--- src/rtl/audio_mixer_pkg.sv ---
// rtl/audio_mixer_pkg.sv - shared types and constants for the audio mixer
package audio_pkg;

    typedef enum logic [1:0] {
        IDLE   = 2'd0,
        ACCUM  = 2'd1,
        SCALE  = 2'd2,
        OUTPUT = 2'd3
    } mixer_state_t;

    localparam int SAMPLE_W = 16;
    localparam logic [7:0] UNITY_VOLUME = 8'd128;
    localparam logic signed [SAMPLE_W-1:0] SAT_MAX = 16'sh7FFF;
    localparam logic signed [SAMPLE_W-1:0] SAT_MIN = 16'sh8000;

endpackage

--- src/rtl/audio_mixer_if.sv ---
// rtl/audio_mixer_if.sv - stereo frame handshake from mixer to serializer
interface audio_mixer_if;
    logic signed [15:0] o_left;
    logic signed [15:0] o_right;
    logic               o_valid;
    logic               i_ready;

    modport master (
        output o_left,
        output o_right,
        output o_valid,
        input  i_ready
    );

    modport slave (
        input  o_left,
        input  o_right,
        input  o_valid,
        output i_ready
    );
endinterface

--- src/rtl/audio_mixer_saturate.sv ---
// rtl/audio_mixer_saturate.sv - clamp a wide signed value to a signed 16-bit sample
module audio_saturate
    import audio_pkg::*;
#(
    parameter int IN_W = 28
) (
    input  logic signed [IN_W-1:0]     value,
    output logic signed [SAMPLE_W-1:0] clamped
);

    localparam logic signed [IN_W-1:0] MAX_EXT = IN_W'(SAT_MAX);
    localparam logic signed [IN_W-1:0] MIN_EXT = IN_W'(SAT_MIN);

    // Pass the low bits through when in range, otherwise pin to the rail
    always_comb begin
        clamped = value[SAMPLE_W-1:0];
        if (value > MAX_EXT) begin
            clamped = SAT_MAX;
        end else if (value < MIN_EXT) begin
            clamped = SAT_MIN;
        end
    end

endmodule

--- src/rtl/audio_mixer.sv ---
// rtl/audio_mixer.sv - per-tick stereo mixer with master volume; optional AUDIO_MIXER_MUTE_EN adds per-channel mute
module audio_mixer #(
    parameter int NUM_CHANNELS = 8,
    parameter int SAMPLE_W     = 16
) (
    input  logic                             clk,
    input  logic                             rst,
    input  logic                             i_tick,
    input  logic [NUM_CHANNELS*SAMPLE_W-1:0] i_sample,
    input  logic [NUM_CHANNELS-1:0]          i_isPlaying,
    input  logic [NUM_CHANNELS-1:0]          i_isMono,
    input  logic [NUM_CHANNELS-1:0]          i_isRight,
    input  logic [7:0]                       i_masterVolume,
`ifdef AUDIO_MIXER_MUTE_EN
    input  logic [NUM_CHANNELS-1:0]          i_mute,
`endif
    audio_mixer_if.master                    frameIf,
    output logic                             o_busy,
    output logic                             o_overrun
);
    import audio_pkg::*;

    localparam int IDX_W  = $clog2(NUM_CHANNELS);
    localparam int ACC_W  = SAMPLE_W + IDX_W;
    localparam int PROD_W = ACC_W + 9;
    localparam logic [IDX_W-1:0] LAST_IDX = IDX_W'(NUM_CHANNELS - 1);

    mixer_state_t state;
    mixer_state_t stateNext;

    logic [NUM_CHANNELS*SAMPLE_W-1:0] sampleSnap;
    logic [NUM_CHANNELS-1:0]          playSnap;
    logic [NUM_CHANNELS-1:0]          monoSnap;
    logic [NUM_CHANNELS-1:0]          rightSnap;
    logic [NUM_CHANNELS-1:0]          liveNow;
    logic [IDX_W-1:0]                 idx;
    logic                             scalePhase;
    logic signed [ACC_W-1:0]          accL;
    logic signed [ACC_W-1:0]          accR;
    logic signed [ACC_W-1:0]          curSample;
    logic signed [PROD_W-1:0]         prodL;
    logic signed [PROD_W-1:0]         prodR;
    logic signed [PROD_W-1:0]         resL;
    logic signed [PROD_W-1:0]         resR;
    logic signed [15:0]               satL;
    logic signed [15:0]               satR;
    logic signed [15:0]               leftReg;
    logic signed [15:0]               rightReg;
    logic                             overrun;

`ifdef AUDIO_MIXER_MUTE_EN
    assign liveNow = i_isPlaying & ~i_mute;
`else
    assign liveNow = i_isPlaying;
`endif

    assign curSample = ACC_W'($signed(sampleSnap[idx*SAMPLE_W +: SAMPLE_W]));
    assign resL      = prodL >>> 7;
    assign resR      = prodR >>> 7;

    assign frameIf.o_left  = leftReg;
    assign frameIf.o_right = rightReg;
    assign o_overrun       = overrun;

    audio_saturate #(.IN_W(PROD_W)) u_satLeft (
        .value   (resL),
        .clamped (satL)
    );

    audio_saturate #(.IN_W(PROD_W)) u_satRight (
        .value   (resR),
        .clamped (satR)
    );

    // State register
    always_ff @(posedge clk) begin
        if (!rst) begin
            state <= IDLE;
        end else begin
            state <= stateNext;
        end
    end

    // Next-state and status decode; SCALE spends one cycle multiplying and one saturating
    always_comb begin
        stateNext       = state;
        o_busy          = (state != IDLE);
        frameIf.o_valid = 1'b0;
        unique case (state)
            IDLE: begin
                if (i_tick) begin
                    stateNext = ACCUM;
                end
            end
            ACCUM: begin
                if (idx == LAST_IDX) begin
                    stateNext = SCALE;
                end
            end
            SCALE: begin
                if (scalePhase) begin
                    stateNext = OUTPUT;
                end
            end
            OUTPUT: begin
                frameIf.o_valid = 1'b1;
                if (frameIf.i_ready) begin
                    stateNext = IDLE;
                end
            end
            default: stateNext = IDLE;
        endcase
    end

    // Snapshot, accumulate, scale and output registers
    always_ff @(posedge clk) begin
        if (!rst) begin
            sampleSnap <= '0;
            playSnap   <= '0;
            monoSnap   <= '0;
            rightSnap  <= '0;
            idx        <= '0;
            scalePhase <= 1'b0;
            accL       <= '0;
            accR       <= '0;
            prodL      <= '0;
            prodR      <= '0;
            leftReg    <= '0;
            rightReg   <= '0;
        end else begin
            unique case (state)
                IDLE: begin
                    if (i_tick) begin
                        sampleSnap <= i_sample;
                        playSnap   <= liveNow;
                        monoSnap   <= i_isMono;
                        rightSnap  <= i_isRight;
                        accL       <= '0;
                        accR       <= '0;
                        idx        <= '0;
                        scalePhase <= 1'b0;
                    end
                end
                ACCUM: begin
                    if (playSnap[idx]) begin
                        if (monoSnap[idx]) begin
                            accL <= accL + curSample;
                            accR <= accR + curSample;
                        end else if (rightSnap[idx]) begin
                            accR <= accR + curSample;
                        end else begin
                            accL <= accL + curSample;
                        end
                    end
                    idx <= idx + 1'b1;
                end
                SCALE: begin
                    if (!scalePhase) begin
                        prodL      <= accL * $signed({1'b0, i_masterVolume});
                        prodR      <= accR * $signed({1'b0, i_masterVolume});
                        scalePhase <= 1'b1;
                    end else begin
                        leftReg    <= satL;
                        rightReg   <= satR;
                        scalePhase <= 1'b0;
                    end
                end
                default: ;
            endcase
        end
    end

    // Sticky flag for ticks that arrive while a frame is in flight
    always_ff @(posedge clk) begin
        if (!rst) begin
            overrun <= 1'b0;
        end else if (i_tick && (state != IDLE)) begin
            overrun <= 1'b1;
        end
    end

endmodule
--- src/flat_wrapper.sv ---
// flat-port wrapper written by rule: the top's interface ports become plain ports
module audio_mixer_flat import audio_pkg::*;
#(
    parameter int NUM_CHANNELS = 8,
    parameter int SAMPLE_W     = 16
)
  (clk, rst, i_tick, i_sample, i_isPlaying, i_isMono, i_isRight, i_masterVolume, o_busy, o_overrun, frameIf_o_left, frameIf_o_right, frameIf_o_valid, frameIf_i_ready);
  audio_mixer_if frameIf_i ();
  input  logic clk;
  input  logic rst;
  input  logic i_tick;
  input  logic [NUM_CHANNELS*SAMPLE_W-1:0] i_sample;
  input  logic [NUM_CHANNELS-1:0] i_isPlaying;
  input  logic [NUM_CHANNELS-1:0] i_isMono;
  input  logic [NUM_CHANNELS-1:0] i_isRight;
  input  logic [7:0] i_masterVolume;
  output logic o_busy;
  output logic o_overrun;
  output wire logic [$bits(frameIf_i.o_left)-1:0] frameIf_o_left;
  output wire logic [$bits(frameIf_i.o_right)-1:0] frameIf_o_right;
  output wire logic [$bits(frameIf_i.o_valid)-1:0] frameIf_o_valid;
  input wire logic [$bits(frameIf_i.i_ready)-1:0] frameIf_i_ready;
  assign frameIf_o_left = frameIf_i.o_left;
  assign frameIf_o_right = frameIf_i.o_right;
  assign frameIf_o_valid = frameIf_i.o_valid;
  assign frameIf_i.i_ready = frameIf_i_ready;
  audio_mixer #(.NUM_CHANNELS(NUM_CHANNELS), .SAMPLE_W(SAMPLE_W)) u_core (.clk(clk), .rst(rst), .i_tick(i_tick), .i_sample(i_sample), .i_isPlaying(i_isPlaying), .i_isMono(i_isMono), .i_isRight(i_isRight), .i_masterVolume(i_masterVolume), .frameIf(frameIf_i), .o_busy(o_busy), .o_overrun(o_overrun));
endmodule
--- config.mk ---
export PLATFORM = sky130hd
export DESIGN_NAME = audio_mixer_flat
export DESIGN_NICKNAME = d
export VERILOG_FILES = /design/src/rtl/audio_mixer_pkg.sv /design/src/rtl/audio_mixer_if.sv /design/src/rtl/audio_mixer_saturate.sv /design/src/rtl/audio_mixer.sv /design/src/flat_wrapper.sv
export SDC_FILE = /design/constraint.sdc
export NUM_CORES = 1
export LEC_CHECK = 0
export CAP_MARGIN = 20
export CORE_ASPECT_RATIO = 0.8
export CORE_UTILIZATION = 34
export CTS_CLUSTER_DIAMETER = 50
export DETAILED_ROUTE_END_ITERATION = 12
export PLACE_DENSITY = 0.65
export SLEW_MARGIN = 10
export SYNTH_ARGS = -nofsm -noshare
export SYNTH_HDL_FRONTEND = slang
export SYNTH_SLANG_ARGS = --single-unit
export TNS_END_PERCENT = 50
--- constraint.sdc ---
create_clock -name clk -period 6 [get_ports clk]
set_clock_uncertainty 0.2 [all_clocks]
set_input_delay 0.6 -clock clk [delete_from_list [all_inputs] [get_ports clk]]
set_output_delay 0.6 -clock clk [all_outputs]
set_load 0.05 [all_outputs]
# Word-level counts from Yosys, hierarchy flattened
# Index checks and enable logic that the tools add are counted.
[totals]
ff_bits = 285
inputBits = 164
[op_classes]
bitwise = 1
addsub = 3
magnitude_cmp = 5
muxes = 30
eq_ne = 11
reduce_logical = 13
n_shift = 1
multipliers = 2
[ops]
columns = ["cell", "count"]
rows = [
  ["$mux W19", 7],
  ["$shiftx A128 B8 Y16", 1],
  ["$pmux W19 S2", 2],
  ["$mux W16", 4],
  ["$mul A19 B9 Y28", 2],
  ["$gt A21 B16 Y1 const B", 2],
  ["$lt A21 B16 Y1 const B", 2],
  ["$add A19 B16 Y19", 2],
  ["$reduce_and A4 Y1", 3],
  ["$reduce_and A2 Y1", 5],
  ["$bmux W1 S3", 3],
  ["$mux W2", 4],
  ["$pmux W2 S4", 1],
  ["$mux W1", 6],
  ["$ne A2 B1 Y1 const B", 3],
  ["$pmux W3 S2", 1],
  ["$reduce_bool A2 Y1", 3],
  ["$eq A2 B2 Y1 const B", 2],
  ["$lt A3 B4 Y1 const B", 1],
  ["$ne A2 B2 Y1 const B", 2],
  ["$add A3 B1 Y3 const B", 1],
  ["$eq A3 B3 Y1 const B", 1],
  ["$mux W3", 1],
  ["$ne A3 B1 Y1 const B", 1],
  ["6 further kinds", 6],
]

# Longest topological paths before layout
# Gate-level depths: netlist (run 1).
[depth]
word_depth = 6
ltp_mapped = 20
ltp_nobuf = 19

# Modules after synthesis
# A second synthesis (run 1) with hierarchy kept.
[hier_totals]
cells_unflattened = 2744
hier_area_um2 = 23694.0
[modules_own_cells]
columns = ["module", "instances", "area_each_um2", "seq_area_each_um2", "cells_per_inst"]
rows = [
  ["audio_mixer", 1, 23273.6, 5425.2, 2692],
  ["audio_saturate", 2, 210.2, 0.0, 26],
]

# Worst setup path after synthesis (run 1)
# OpenSTA, ideal clock, no wires.
[synth_timing]
kind = "input to register"
start = "in i_masterVolume[2]"
end = "reg u_core.prodL[26]"
arrival_time_ns = 5.343
slack_ns = 0.339
setup_ns = 0.117
path_buffers = 2
path_stages = 19
required_ns = 5.683
path_cell_list = "clkbuf_1 clkbuf_1 nand2_1 fa_1 inv_1 fa_1 fa_1 inv_1 fa_1 inv_1 ha_1 a21oi_2 o211ai_1 o41a_1 or3b_4 o211ai_2 a21boi_2 or3_1 a32o_1"
[synth_via]
elab_chain_cells = 1
[synth_lines]
columns = ["element", "line_no", "source"]
rows = [
  ["from (decl)", "flat_wrapper.sv:16", "input logic [7:0] i_masterVolume;"],
  ["$mul A19 B9 Y28", "audio_mixer.sv:159", "prodL <= accL * $signed({1'b0, i_masterVolume});"],
  ["to (signal assigned)", "audio_mixer.sv:159", ""],
  ["to (decl)", "audio_mixer.sv:41", "logic signed [PROD_W-1:0] prodL;"],
]
# No other way between the ends.
# A chain may end at the register's enable or synchronous reset.

# Worst setup path in the final report (run 1)
[layout_timing]
start = "in i_masterVolume[0]"
end = "reg u_core.prodL[26]"
# Same word-level chain as after synthesis.

==> reports/metrics.cfg, run 1 <==
[run_status]
status=finished clean

[synthesis]
syn_inst=2679
yosys.area.top_type=dfxtp_1
yosysMostFrequentCell=nand2_1
syn_area_um2=22900
synth.avg_cell_area_um2=8.54
synth_top_area_share_pct=23.7
synth_flop_cell=dfxtp_1
yosysSeqAreaShare_pct=23.7
synth_edf_count=0
yosys-top-cells-count=538 x nand2_1, 332 x inv_1, 271 x dfxtp_1
syn-num-nets=3229
synth.distinct_cells=80
synth_area_leaders=dfxtp_1 24%, fa_1 21%, nand2_1 8.8%
synth-seq-cells=271
ys_async_sr_fraction_pct=0
synth-warning-count=0

[worst_setup_path]
cp_num_buf_inv=5
critPathMaxFanout=12
end_kind=register
crit_path_max_incr_delay_ns=0.55
startpoint_type=primary input
crit_start=i_masterVolume[0]
reg2reg_from=u_core.accL[14]
crit_chain=clkdlybuf4s50_1, buf_12, nand2_1, fa_1, inv_1, fa_1, fa_1, inv_1, fa_1, inv_1, ha_1, a21oi_2, o211ai_1, o41a_1, or3b_4, o211ai_2, a21boi_2, or3_1, a32o_1
cp_data_arrival_time_ns=5.79
crit_top_cell=fa_1
cp_top_family=adder cells
crit_type=primary input to register
required_ns=6.26
cpMaxStageDelayCell=fa_1

[grt]
antenna_found_initial=1
grt-ovfl-total=0
grt_pass1_vias=18288
grt_pass1_wl_um=100000
grt_usage_pct=18.4
grt_max_degree=92

[floorplan]
rows=84
die-area_um2=68400
start_util_pct=34.6
ioPinCount=199
die_x_um=292
core_um2=66100
die_h_um=234

[cts]
clk_pin_slew_ns=0.06
post-cts-setup-buffers=0
cts_sinks=271
ctsResizeCount=0
clkLatencyLatePin_ns=0.57
cts_tree=built
cts-buffers-inserted=37
clockBufferDepth=3
cts_max_level=2
root_buffer=clkbuf_16
cts_hold_buf=0

[drt]
drtPass1Iterations=5
first_iter_violations=1105
wl_per_cell_um=16.4
vias_per_cell=4.91
ant_nets=0
drt_wl_total_um=61400
drc=0
vias=18393

[timing]
tightest_slew_ns=1.11
finalSetupViolCount=0
slew_headroom_pct=25.7
final_hold_viol_count=0
final_max_slew_viol_count=0
fin_crit_sh_pct=92.1
max_freq_ghz=0.181
rsz0062_at_grt=no
period_needed_ns=5.53

[layout]
fin_util_pct=41.6
area_growth_pct=20.1
insertedDiodeCount=0
final_cells=3749
nFillCells=6569
drive_above_1_share_pct=8.07
finalNetCount=3414

[placed_design]
io_buffers=198
place_congestion=0.883
dp.cells=3682
hpwl_um=47200

[flow_run]
maxCapViolCount=0

[pwr]
p_leak_nw=12.4
irDropWorstVdd_mv=0.174
power_density_nw_per_um2=241

[min_path]
hold_class=register to register
hp-start=u_core.sampleSnap[34]

==> kinds of logic after synthesis <==
group,Yosys count,synth area share (%)
AO/OA/AOI/OAI,475,13.2
XOR/XNOR,65,2.49
adder cells (fa/ha/maj),386,29.0
buffers and inverters,482,8.02
flip-flops,271,23.7
multiplexers,58,4.70
AND/OR/NAND/NOR,942,18.9
==> area by class of cell <==
type                            instances  area [um2]  share of cell area [%]
Sequential cell                       271        5430                    19.7
Multi-Input combinational cell       1926       15600                    56.9
Clock inverter                         14         243                   0.883
Tap cell                              860        1080                    3.91
Clock buffer                           50        1000                    3.66
Timing Repair Buffer                  295        2850                    10.4
Inverter                              333        1250                    4.55
==> worst reg2reg max path, stage by stage (launching register included) <==
cell and delay (ns):
dfxtp_1 0.61, nand2_1 0.14, fa_1 0.52, inv_1 0.05
fa_1 0.48, fa_1 0.55, inv_1 0.05, fa_1 0.49
inv_1 0.05, ha_1 0.29, a21oi_2 0.14, o211ai_1 0.14
o41a_1 0.35, or3b_4 0.41, o211ai_2 0.26, a21boi_2 0.09
or3_1 0.31, a32o_1 0.24
==> registers in the layout, indices dropped and copies added (netlist names), 2 cells and up <==
signal / flops
u_core.accL: 19
u_core.playSnap: 8
u_core.monoSnap: 8
u_core.sampleSnap: 128
u_core.frameIf.o_right: 16
u_core.accR: 19
u_core.state: 2
u_core.frameIf.o_left: 16
u_core.idx: 3
u_core.prodR: 21
u_core.prodL: 21
u_core.rightSnap: 8
==> layout by cell type (no fill, tap or decap), types with 9 or more instances in the layout <==
cell | Yosys | routed
clkdlybuf4s50_1 | 0 | 197
clkbuf_16 | 0 | 37
a21o_1 | 10 | 10
ha_1 | 146 | 146
o21bai_1 | 12 | 12
nor3_1 | 13 | 13
and2_1 | 188 | 187
fa_1 | 240 | 240
nand2_1 | 538 | 537
a31oi_1 | 11 | 11
o21ai_0 | 88 | 88
inv_1 | 332 | 331
a22oi_1 | 12 | 12
nor2_1 | 86 | 86
nand3_1 | 30 | 30
buf_12 | 0 | 11
mux4_2 | 38 | 38
xor2_1 | 23 | 23
o21ai_1 | 11 | 11
or3_1 | 9 | 9
mux2_2 | 16 | 16
xnor2_1 | 42 | 42
o21a_1 | 11 | 11
a21oi_1 | 159 | 159
clkbuf_1 | 130 | 10
o31ai_1 | 10 | 10
dfxtp_1 | 271 | 269
nand2b_1 | 10 | 10
nor2b_1 | 27 | 26
buf_4 | 2 | 87
a21boi_0 | 90 | 90
==> power by group <==
group / switching (mW) / leakage, nW / total, mW / internal (mW)
Sequential: 0.179 / 2.21 / 2.21 / 2.03
Clock: 0.894 / 0.601 / 2.26 / 1.37
Combinational: 1.31 / 9.60 / 2.15 / 0.837
==> worst paths after layout <==
| path | to | slack [ns] | cells past startpoint |
|---|---|---|---|
| worst max-delay path | u_core.prodL[26] | 0.47 | 19 |
| worst min-delay path | u_core.sampleSnap[34] | 0.25 | 2 |
| worst max register to register | u_core.prodL[26] | 0.53 | 17 |
| worst min register to register | u_core.sampleSnap[34] | 0.25 | 2 |
==> metal layers <==
layer | GRT usage [%] | vias to the layer above | routed length [um]
met5 | 0 | - | 0
met2 | 28.5 | 511 | 26800
met4 | 3.40 | 0 | 785
met1 | 26.7 | 8846 | 29600
li1 | - | 8981 | -
met3 | 3.25 | 55 | 4260
==> per-stage QoR <==
| stage | setup slack [ns] | TNS [ns] | cell area [um2] | hold slack (ns) | power, mW |
|---|---|---|---|---|---|
| after detailed placement | -0.0538 | -0.118 | 26200 | 0.244 | 4.41 |
| after global routing | 0.233 | 0 | 27500 | 0.265 | 7.05 |
| after CTS | 0.528 | 0 | 27500 | 0.253 | 6.70 |
| final | 0.474 | 0 | 27500 | 0.252 | 6.62 |
| after floorplan | 0.339 | 0 | 22900 | 0.225 | 3.69 |
| after global placement | -0.0410 | -0.0713 | 26200 | 0.239 | 4.38 |
Power figures use the tool's default switching activity.
==> inputs of run 2 (changes only) <==
--- a/config.mk
+++ b/config.mk
@@ -7,10 +7,10 @@
 export LEC_CHECK = 0
 export CAP_MARGIN = 20
 export CORE_ASPECT_RATIO = 0.8
-export CORE_UTILIZATION = 34
+export CORE_UTILIZATION = 54
 export CTS_CLUSTER_DIAMETER = 50
 export DETAILED_ROUTE_END_ITERATION = 12
-export PLACE_DENSITY = 0.65
+export PLACE_DENSITY = 0.89
 export SLEW_MARGIN = 10
 export SYNTH_ARGS = -nofsm -noshare
 export SYNTH_HDL_FRONTEND = slang
==> reports/metrics.cfg, run 2 (same netlist as run 1, synthesis figures left out) <==
[cts]
cts_sinks=271  ; unchanged
cts-buffers-inserted=30  ; -19%
cts_max_level=1  ; -1
ctsResizeCount=0  ; unchanged
clockBufferDepth=3  ; unchanged
root_buffer=clkbuf_16
clkLatencyLatePin_ns=0.60  ; +0.03 ns
post-cts-setup-buffers=0  ; unchanged
cts_hold_buf=0  ; unchanged
clk_pin_slew_ns=0.06  ; about the same
cts_tree=built

[floorplan]
die-area_um2=43200  ; -37%
core_um2=41800  ; -37%
ioPinCount=199  ; unchanged
die_h_um=186  ; -20%
start_util_pct=54.7  ; +20 points
rows=67  ; -20%
die_x_um=232  ; -21%

[drt]
drt_wl_total_um=60000  ; -2.4%
drc=0  ; unchanged
vias_per_cell=5.66  ; +15%
drtPass1Iterations=6  ; +1
wl_per_cell_um=17.7  ; +8.0%
ant_nets=0  ; unchanged
vias=19193  ; +4.3%
first_iter_violations=1609  ; +46%

[pwr]
power_density_nw_per_um2=234  ; -2.7%
p_leak_nw=12.1  ; -2.8%
irDropWorstVdd_mv=0.228  ; +31%
total_power_mw=6.21  ; -6.2%

[layout]
mostFrequentLayoutCell=nand2_1
drive_above_1_share_pct=6.45  ; -1.6 points
finalNetCount=3363  ; -1.5%
multi_input_area_um2=15600  ; about the same
insertedDiodeCount=0  ; unchanged
regMostFlops=u_core.sampleSnap
largest_reg_flops=128  ; unchanged
area_growth_pct=15.7
nFillCells=3292  ; -50%
fin_util_pct=63.3  ; +22 points
regArea_um2=5430  ; unchanged
mostFrequentLayoutCells=537 x nand2_1, 331 x inv_1, 269 x dfxtp_1, 240 x fa_1, 197 x clkdlybuf4s50_1
top_regs=u_core.sampleSnap x128, u_core.prodL x21, u_core.prodR x21

[worst_setup_path]
crit_type=primary input to register
reg2reg_from=u_core.accL[11]
rr_worst_depth=16  ; -1
startpoint_type=primary input
endpoint=u_core.prodL[26]
critPathMaxFanout=31  ; +19
r2r_setup_slack_ns=0.40  ; -0.13 ns
reg2reg_to=u_core.prodL[26]
cp_data_arrival_time_ns=5.95  ; +0.16 ns
crit_start=i_masterVolume[0]
required_ns=6.26  ; about the same
end_kind=register

[grt]
grt_max_degree=98  ; +6.5%
grt_pass1_wl_um=97700  ; -2.3%
antenna_found_initial=0  ; -1
grt-ovfl-total=0  ; unchanged
grt_usage_pct=28.1  ; +9.8 points
grt_pass1_vias=19365  ; +5.9%

[placed_design]
hpwl_um=46100  ; -2.3%
io_buffers=198  ; unchanged
place_ws_ns=-0.175  ; -0.121 ns
place_congestion=0.948  ; +7.3%

[run_status]
status=finished clean

[timing]
finalSetupTns_ns=0  ; unchanged
fin_crit_sh_pct=94.8  ; +2.7 points
rsz0062_at_grt=no
period_needed_ns=5.69  ; +0.164 ns
tightest_slew_ns=1.01  ; -0.0928 ns
fin_hold_ws_ns=0.206  ; -0.0467 ns
layout_setup_ws_ns=0.311  ; -0.164 ns
max_freq_ghz=0.176  ; -2.9%
slew_headroom_pct=32.4  ; +6.7 points
final_max_slew_viol_count=0  ; unchanged
finalSetupViolCount=0  ; unchanged
final_hold_viol_count=0  ; unchanged

[min_path]
hold_class=primary input to register

[flow_run]
maxCapViolCount=0  ; unchanged

[run 2: final cells by class]
cell class / count / share of cell area [%]
Timing Repair Buffer: 251 / 9.35
Multi-Input combinational cell: 1926 / 59.0
Clock buffer: 40 / 3.13
Tap cell: 552 / 2.61
Sequential cell: 271 / 20.5
Inverter: 333 / 4.72
Clock inverter: 15 / 0.680
[run 2: metrics by stage]
step	std cells	cell area (um2)
after floorplan	2679	22900
after global placement	3332	25500
after detailed placement	3333	25500
after CTS	3388	26500
after global routing	3388	26500
final	3388	26500
[run 2: worst min path at each step]
stage	from	end	cells after the start
after floorplan	u_core.prodL[20]	u_core.prodL[20]	2
after global placement	u_core.sampleSnap[27]	u_core.sampleSnap[27]	2
after detailed placement	u_core.sampleSnap[33]	u_core.sampleSnap[33]	2
after CTS	rst	u_core.idx[1]	2
after global routing	rst	u_core.idx[1]	2
final	rst	u_core.idx[1]	2
[run 2: metal layers]
layer,GRT usage (%),share of wire [%],up-vias
met3,5.81,8.9,121
met4,7.21,2.5,0
li1,-,-,8882
met5,0,0,-
met2,46.7,47,857
met1,37.5,42,9333
[run 2: power by group]
part	internal [mW]	switching [mW]	leakage (nW)	total, mW
combinational	0.815	1.30	9.37	2.12
sequential	2.03	0.195	2.21	2.23
clock	1.07	0.796	0.489	1.87
total	3.92	2.29	12.1	6.21
[run 2: worst max-delay path, cell delays in order]
cell,delay (ns)
clkdlybuf4s50_1,0.72
buf_12,0.25
nand2_1,0.11
fa_1,0.47
inv_1,0.09
fa_1,0.41
fa_1,0.56
inv_1,0.06
fa_1,0.48
inv_1,0.04
ha_1,0.20
a21oi_2,0.15
o211ai_1,0.11
o41a_1,0.37
or3b_4,0.41
o211ai_2,0.25
a21boi_2,0.11
or3_1,0.31
a32o_1,0.25
